<file path="src/rtl/log2_mitchell_pkg.sv">
// Shared softmax log-path constants: widths and the
// Mitchell correction table in Q0.16.
package log2_mitchell_pkg;

  localparam int OUTPUT_BUF_DATASIZE = 32;
  localparam int DEF_IN_SIZE = OUTPUT_BUF_DATASIZE;
  localparam int DEF_INT_W = 6;
  localparam int DEF_FRAC_W = 16;

  // Entry k sits at index k (rightmost is 0).
  localparam logic [7:0][15:0] CORR_Q16 = {
    16'd1094, 16'd2981, 16'd4416, 16'd5332,
    16'd5640, 16'd5231, 16'd3960, 16'd1636
  };

endpackage

</file>
<file path="src/rtl/log2_corr_lut.sv">
// Piecewise Mitchell correction, indexed by the top
// three fraction bits and scaled to FRAC_W.
module log2_corr_lut
  import log2_mitchell_pkg::*;
#(
  parameter int FRAC_W = DEF_FRAC_W
) (
  input  logic [2:0]        idx,
  output logic [FRAC_W-1:0] corr
);

  logic [15:0] c16;

  assign c16 = CORR_Q16[idx];
  // Taking the top bits is the right shift by 16-FRAC_W.
  assign corr = c16[15 -: FRAC_W];

endmodule

</file>
<file path="src/rtl/log2_mitchell.sv">
// Two-stage pipelined log2 via Mitchell's approximation
// with 8-segment correction and valid/ready on both ends.
module log2_mitchell
  import log2_mitchell_pkg::*;
#(
  parameter int IN_SIZE = DEF_IN_SIZE,
  parameter int POS_W   = 32,
  parameter int INT_W   = DEF_INT_W,
  parameter int FRAC_W  = DEF_FRAC_W
) (
  input  logic                    clk,
  input  logic                    rst,
  input  logic                    in_valid,
  output logic                    in_ready,
  input  logic [IN_SIZE-1:0]      in_data,
  input  logic [POS_W-1:0]        in_pos,
  output logic                    out_valid,
  input  logic                    out_ready,
  output logic [INT_W+FRAC_W-1:0] out_log,
  output logic                    out_zero
);

  localparam int OUT_W = INT_W + FRAC_W;
  localparam int SH_W  = 8;

  logic               va;
  logic [IN_SIZE-1:0] a_data;
  logic [5:0]         a_pos;
  logic [INT_W-1:0]   a_int;
  logic               a_zero;
  logic               load_a;
  logic               load_b;
  logic [IN_SIZE-1:0] lead;
  logic [IN_SIZE-1:0] shifted;
  logic [SH_W-1:0]    sh;
  logic [FRAC_W-1:0]  f;
  logic [FRAC_W-1:0]  corr_raw;
  logic [FRAC_W-1:0]  corr;
  logic [OUT_W-1:0]   sum;
  logic               unused_bits;

  assign in_ready = !va || !out_valid || out_ready;
  assign load_a   = in_valid && in_ready;
  assign load_b   = va && (!out_valid || out_ready);

  always_ff @(posedge clk or posedge rst) begin
    if (rst) begin
      va <= 1'b0;
    end else if (load_a) begin
      va <= 1'b1;
    end else if (load_b) begin
      va <= 1'b0;
    end
  end

  always_ff @(posedge clk) begin
    if (load_a) begin
      a_data <= in_data;
      a_pos  <= in_pos[5:0];
      a_int  <= INT_W'(in_pos[5:0] - 6'd1);
      a_zero <= (in_pos == '0);
    end
  end

  // Drop the leading one, then align the next bit to the MSB.
  assign lead    = {{(IN_SIZE-1){1'b0}}, 1'b1} << a_int;
  assign sh      = SH_W'(IN_SIZE + 1) - SH_W'(a_pos);
  assign shifted = (a_data & ~lead) << sh;
  assign f       = shifted[IN_SIZE-1 -: FRAC_W];

  log2_corr_lut #(
    .FRAC_W(FRAC_W)
  ) u_lut (
    .idx (f[FRAC_W-1 -: 3]),
    .corr(corr_raw)
  );

  // Exact powers of two stay exact.
  assign corr = (f == '0) ? '0 : corr_raw;
  assign sum  = {a_int, f} + OUT_W'(corr);

  assign unused_bits = ^shifted[IN_SIZE-FRAC_W-1:0];

  always_ff @(posedge clk or posedge rst) begin
    if (rst) begin
      out_valid <= 1'b0;
      out_log   <= '0;
      out_zero  <= 1'b0;
    end else if (load_b) begin
      out_valid <= 1'b1;
      out_log   <= a_zero ? '0 : sum;
      out_zero  <= a_zero;
    end else if (out_ready) begin
      out_valid <= 1'b0;
    end
  end

endmodule

</file>
<file path="config.mk">
export PLATFORM = sky130hd
export DESIGN_NAME = log2_mitchell
export DESIGN_NICKNAME = d
export VERILOG_FILES = /design/src/rtl/log2_mitchell_pkg.sv /design/src/rtl/log2_corr_lut.sv /design/src/rtl/log2_mitchell.sv
export SDC_FILE = /design/constraint.sdc
export NUM_CORES = 1
export LEC_CHECK = 0
export BUFFER_PORTS_ARGS = -buffer_cell sky130_fd_sc_hd__buf_4
export CORE_ASPECT_RATIO = 0.6
export CORE_MARGIN = 4
export CORE_UTILIZATION = 45
export CTS_BUF_LIST = sky130_fd_sc_hd__clkbuf_16
export CTS_CLUSTER_DIAMETER = 30
export DETAILED_ROUTE_END_ITERATION = 8
export HOLD_SLACK_MARGIN = 0.1
export PLACE_DENSITY = 0.77
export RECOVER_POWER = 25
export SLEW_MARGIN = 15
export SYNTH_ARGS = -nofsm -noshare
export SYNTH_HDL_FRONTEND = slang
export SYNTH_SLANG_ARGS = --single-unit
</file>
<file path="constraint.sdc">
create_clock -name clk -period 7.7 [get_ports clk]
set_input_delay 1.155 -clock clk [delete_from_list [all_inputs] [get_ports clk]]
set_output_delay 1.155 -clock clk [all_outputs]
set_load 0.02 [all_outputs]
</file>
# After elaboration in Yosys (flattened, before gate mapping)
# Memory sizes are Yosys's and may differ from the RTL's.
# Index checks and enable logic that the tools add are counted.
classes:
  muxes: 7
  eq_ne: 0
  magnitude_cmp: 1
  n_reduce_logical: 11
  shifts: 2
  addsub: 3
  bitwise: 2
  n_mul: 0
  div_mod_pow: 0
op_table:
  columns: ["operator", "n"]
  rows:
  - ["32-bit bitwise AND", 1]
  - ["32-bit zero test", 1]
  - ["16-bit two-way mux", 2]
  - ["32-bit NOT", 1]
  - ["1-bit by 6-bit left shift with 32-bit output, first input constant", 1]
  - ["32-bit by 8-bit left shift with 32-bit output", 1]
  - ["22-bit by 16-bit adder with 22-bit output", 1]
  - ["22-bit two-way mux", 1]
  - ["16-bit zero test", 1]
  - ["6-bit by 6-bit subtractor with 7-bit output, first input constant", 1]
  - ["6-bit by 1-bit subtractor with 6-bit output, second input constant", 1]
  - ["3-bit by 4-bit less-than comparator with 1-bit output, second input constant", 1]
  - ["1-bit two-way mux", 4]
  - ["2-bit nonzero test", 2]
  - ["1-bit logical OR", 3]
  - ["1-bit logical AND", 2]
  - ["1-bit zero test", 2]
totals:
  output_inout_bits: 25
  mem_bits_rw: 0
  regBits: 70
  n_memories: 1
  input_bits: 68
  word_cells: 35
  latch_bits: 0
  rom_bits: 128
mem_list:
  columns: ["name", "words", "word_bits", "rd", "rd_ports_with_merged_regs", "wr", "line", "rtl"]
  rows:
  - ["(no name shown)", 8, 16, 1, 0, 0, "log2_corr_lut.sv:14", "assign c16 = CORR_Q16[idx];"]

# Longest topological paths before layout
depth:
  depth_word: 9
  ltp_mapped: 29
  ltp_nobuf: 26

# Hierarchy
# Synthesis repeated with hierarchy kept, for this count alone.
unflattened:
  hier_cells: 615
  area_unflattened_um2: 5723.0
modules_own_cells:
  columns: ["mod", "seq_area_each_um2", "instances", "area_per_inst_um2", "cells_per_inst"]
  rows:
  - ["log2_mitchell", 1976.9, 1, 5484.0, 585]
  - ["log2_corr_lut", 0.0, 1, 239.0, 30]

# Worst setup path before layout
# Ideal clock, no wire load.
synth_timing:
  path_kind: "flip-flop to flip-flop"
  from: "reg a_pos[1]"
  to: "reg out_log[20]"
  setup_time_ns: 0.121
  path_stages_with_launch: 29
  period_less_slack_ns: 5.976
  required_ns: 7.579
  arrival_ns: 5.855
  n_path_buf: 5
  slack_ns: 1.724
  cell_sequence: "edfxtp_1 -> buf_2 -> clkinv_1 -> ha_1 -> clkbuf_1 -> clkbuf_1 -> nand3_1 -> o211a_1 -> a221oi_2 -> a211oi_1 -> buf_2 -> inv_1 -> ha_1 -> nand2_1 -> or4_4 -> nor4_4 -> buf_6 -> a21boi_2 -> ha_1 -> fa_1 -> a21oi_1 -> o2111ai_1 -> o211ai_1 -> o21ai_0 -> nor3_1 -> o21bai_1 -> nand4_1 -> xnor2_1 -> a22o_1"
synth_between:
  elab_chain_len: 7
  word_cells_on_any_way: 8
  classes_between: "add/sub (2); shift (1); mux (3); reduce/logical (1); memory (1)"
synth_lines:
  columns: ["item", "line", "rtl"]
  rows:
  - ["from (decl)", "log2_mitchell.sv:28", "logic [5:0] a_pos;"]
  - ["from (signal assigned)", "log2_mitchell.sv:59", "a_pos <= in_pos[5:0];"]
  - ["6-bit by 6-bit subtractor with 7-bit output (*)", "log2_mitchell.sv:67", "assign sh = SH_W'(IN_SIZE + 1) - SH_W'(a_pos);"]
  - ["32-bit by 8-bit left shift with 32-bit output (*)", "log2_mitchell.sv:68", "assign shifted = (a_data & ~lead) << sh;"]
  - ["memory read 8 x 16 bit", null, null]
  - ["16-bit two-way mux (implied by the code)", "log2_corr_lut.sv:14", null]
  - ["16-bit two-way mux", "log2_mitchell.sv:79", "assign corr = (f == '0) ? '0 : corr_raw;"]
  - ["22-bit by 16-bit adder with 22-bit output (*)", "log2_mitchell.sv:80", "assign sum = {a_int, f} + OUT_W'(corr);"]
  - ["22-bit two-way mux (*)", "log2_mitchell.sv:91", "out_log <= a_zero ? '0 : sum;"]
  - ["to (signal assigned)", "log2_mitchell.sv:91", null]
  - ["to (decl)", "log2_mitchell.sv:19", "output logic [INT_W+FRAC_W-1:0] out_log,"]
# Every way passes the cells marked *; elsewhere a longest branch is shown, timed or not. The select of a mux whose other input is x is not followed.
# A chain may end at the register's enable or synchronous reset.

# Worst setup path in the final report
layout_timing:
  from: "reg a_pos[1]"
  to: "reg out_log[14]"
# The elaborated chain is that of the path after synthesis.

==> flow_summary.json <==
{
  "outcome": "finished clean",
  "die_w_um": 157,
  "drive_above_1_share_pct": 23.3,
  "wl_per_cell_um": 25.0,
  "synth_nets": 761,
  "min_path_type": "flop to flop",
  "leakage_uw": 0.00301,
  "post-dp-hpwl_mm": 18.2,
  "multi_input_area_um2": 3800,
  "worst_slew_pin_slew_ns": 1.13,
  "slew_viol_final": 0,
  "grt-ovfl-total": 0,
  "relSlewSlack_pct": 23.9,
  "synth_warnings": 0,
  "max_cap_viol_count": 0,
  "start_kind": "flop",
  "finalWirelength_mm": 23.2,
  "cts_sinks": 70,
  "tns_ns": 0,
  "htreeDepth": 3,
  "synth_area_leader_cell": "edfxtp_1",
  "drt_iter0_markers": 1039,
  "syn_inst": 666,
  "place_congestion": 1.03,
  "rows": 32,
  "cts_tree": "built",
  "cts_buffers": 9,
  "grt_pass1_vias": 5872,
  "vias": 6262,
  "path_clk_slew_ns": 0.06,
  "portBuffers": 92,
  "critPathMaxStageDelay_ns": 0.79,
  "drtAntennaViolNets": 0,
  "critPathCaptureType": "flop",
  "clkLatencyLatePin_ns": 0.34,
  "die_h_um": 97.6,
  "setup_viol": 0,
  "core_area_um2": 13000,
  "final.period_utilization_pct": 89.8,
  "cts_resized": 0,
  "met2_usage_pct": 38.5,
  "grt_util_met3_pct": 11.2,
  "crit_family": "compound AO/OA/AOI/OAI gates",
  "firstDrtPassIters": 6,
  "fmax_mhz": 145,
  "start_util_pct": 46.4,
  "final_cell_area_um2": 7220,
  "worst_path_most_repeated_cell": "ha_1",
  "fill_cells": 1177,
  "yosysTopAreaCellShare_pct": 22.5,
  "period_needed_ns": 6.92,
  "post_cts_buffers": 0,
  "path_buf_inv": 4,
  "cts_hold_buffers": 0,
  "synthArstFlopShare_pct": 35.7,
  "ys_ff_latch": 70,
  "synth_area_leaders": "edfxtp_1, dfrtp_1, ha_1",
  "grt_pass1_wl_mm": 34.8,
  "die_area_um2": 15300,
  "synth_seq_area_share_pct": 32.9,
  "cp_slowest_cell": "ha_1",
  "diodes": 0,
  "grt_max_degree": 46,
  "ir_drop_mv": 0.0812,
  "dp.cells": 913,
  "cts_buffer_depth": 2,
  "cts-root-buf": "clkbuf_16",
  "grt_use_total_pct": 29.6,
  "cp.required_ns": 7.98,
  "syn_avg_cell_area_um2": 9.03,
  "ys_types": 86,
  "seq_area_um2": 1980,
  "fin_skew_ns": 0.00859,
  "drc_errors": 0,
  "syn2layout_area_growth_pct": 20.0,
  "final_cells": 929,
  "antenna_found_initial": 0,
  "cp_max_fo": 11,
  "grt_setup_unrepaired": "false",
  "synth_enable_flop_cells": 45,
  "finalHoldViolCount": 0,
  "synth_area_um2": 6020,
  "ios": 93,
  "grt_busiest_layer": "met1",
  "num-nets-final": 849,
  "synthFlopType": "edfxtp_1",
  "viasPerCell": 6.74,
  "critPathArrivalTime_ns": 7.19,
  "grt_use_met1_pct": 46.0,
  "power_density_nw_per_um2": 210,
  "crit_type": "flop to flop",
  "placed_cell_area_um2": 6950
}
## worst reg2reg max path, delay by kind of cell (launching register included)
family                   cells  cell delay [ns]
flip-flops                   1             0.35
AND/OR/NAND/NOR              7             1.52
adder cells (fa/ha/maj)      4             1.56
AO/OA/AOI/OAI               12             2.40
multiplexers                 1             0.13
buffers and inverters        4             0.90
## where the power goes
part / internal [uW] / leakage, uW / total (uW) / switching, uW
clock: 239 / 0.000148 / 420 / 181
combinational: 243 / 0.00211 / 609 / 366
sequential: 451 / 0.000753 / 490 / 39.2
## kinds of logic after synthesis
group | after synthesis | synth area share (%)
mux | 28 | 5.95
flops | 70 | 32.9
xor+xnor | 24 | 3.49
fa+ha+maj | 27 | 5.74
compound gates | 237 | 28.2
buf+inv | 61 | 4.18
simple gates | 219 | 19.5
## registers in the layout (all words and copies together), names as in the netlist
register   flops
a_data        32
out_valid      1
out_zero       1
a_zero         1
out_log       22
a_pos          6
va             1
a_int          6
## cell type report
cell class | instances | share of cell area, %
inverter | 20 | 1.04
tap | 170 | 2.95
clock inverter | 6 | 0.589
clock buffer | 10 | 3.47
multi-input combinational | 535 | 52.7
sequential | 70 | 27.4
timing repair buffer | 118 | 11.9
## cells in the mapped netlist (11+ instances only)
cell type and number:
edfxtp_1 45, nor2_1 44, nor3_1 14, o21ai_0 50, inv_1 18, dfrtp_1 25, nand2_1 63, o211a_1 19
o22ai_1 11, clkbuf_1 23, a22o_1 18, ha_1 26, buf_2 12, a21oi_1 37, nand2b_1 15, o21ai_1 11
mux2i_1 11, xnor2_1 17
## final timing paths
kind | start | to | slack, ns | depth (start not counted)
min in group asynchronous | rst | out_zero | 1.06 | 2
hold / removal | out_log[10] | out_log[10] | 0.48 | 2
hold reg to reg | out_log[10] | out_log[10] | 0.48 | 2
setup / recovery | a_pos[1] | out_log[14] | 0.78 | 28
setup reg to reg | a_pos[1] | out_log[14] | 0.78 | 28
max in group asynchronous | rst | out_log[18] | 6.02 | 2
## cell usage in the layout (no fill, tap or decap), types with 10 or more instances in the layout
cell       Yosys  routed
ha_1          26      26
a22o_1        18      18
nand2_1       63      63
mux2i_1       11      11
buf_4          0      79
edfxtp_1      45      45
a21oi_1       37      37
o21ai_0       50      50
nand2b_1      15      15
o22ai_1       11      11
nor3_1        14      14
clkbuf_16      0      10
dfrtp_1       25      25
o21ai_1       11      11
clkbuf_4       0      32
o211a_1       19      19
xnor2_1       17      17
nor2_1        44      43
inv_1         18      18
## layer usage
metal,wire length [um],up-vias
met5,0,-
li1,-,2737
met3,3510,52
met1,10500,2967
met2,8790,506
met4,412,0
## per-stage QoR
| step | worst slack [ns] | utilization [%] | hold WS (ns) | power, uW |
|---|---|---|---|---|
| after CTS | 1.01 | 55.8 | 0.481 | 1510 |
| after floorplan | 1.72 | - | 0.457 | 865 |
| after global routing | 0.465 | 55.7 | 0.522 | 1580 |
| after detailed placement | 1.10 | 53.6 | 0.463 | 1090 |
| after global placement | 1.07 | 53.6 | 0.467 | 1080 |
| final | 0.784 | 55.7 | 0.475 | 1520 |
Note: power is estimated with default switching activity, not from simulation.
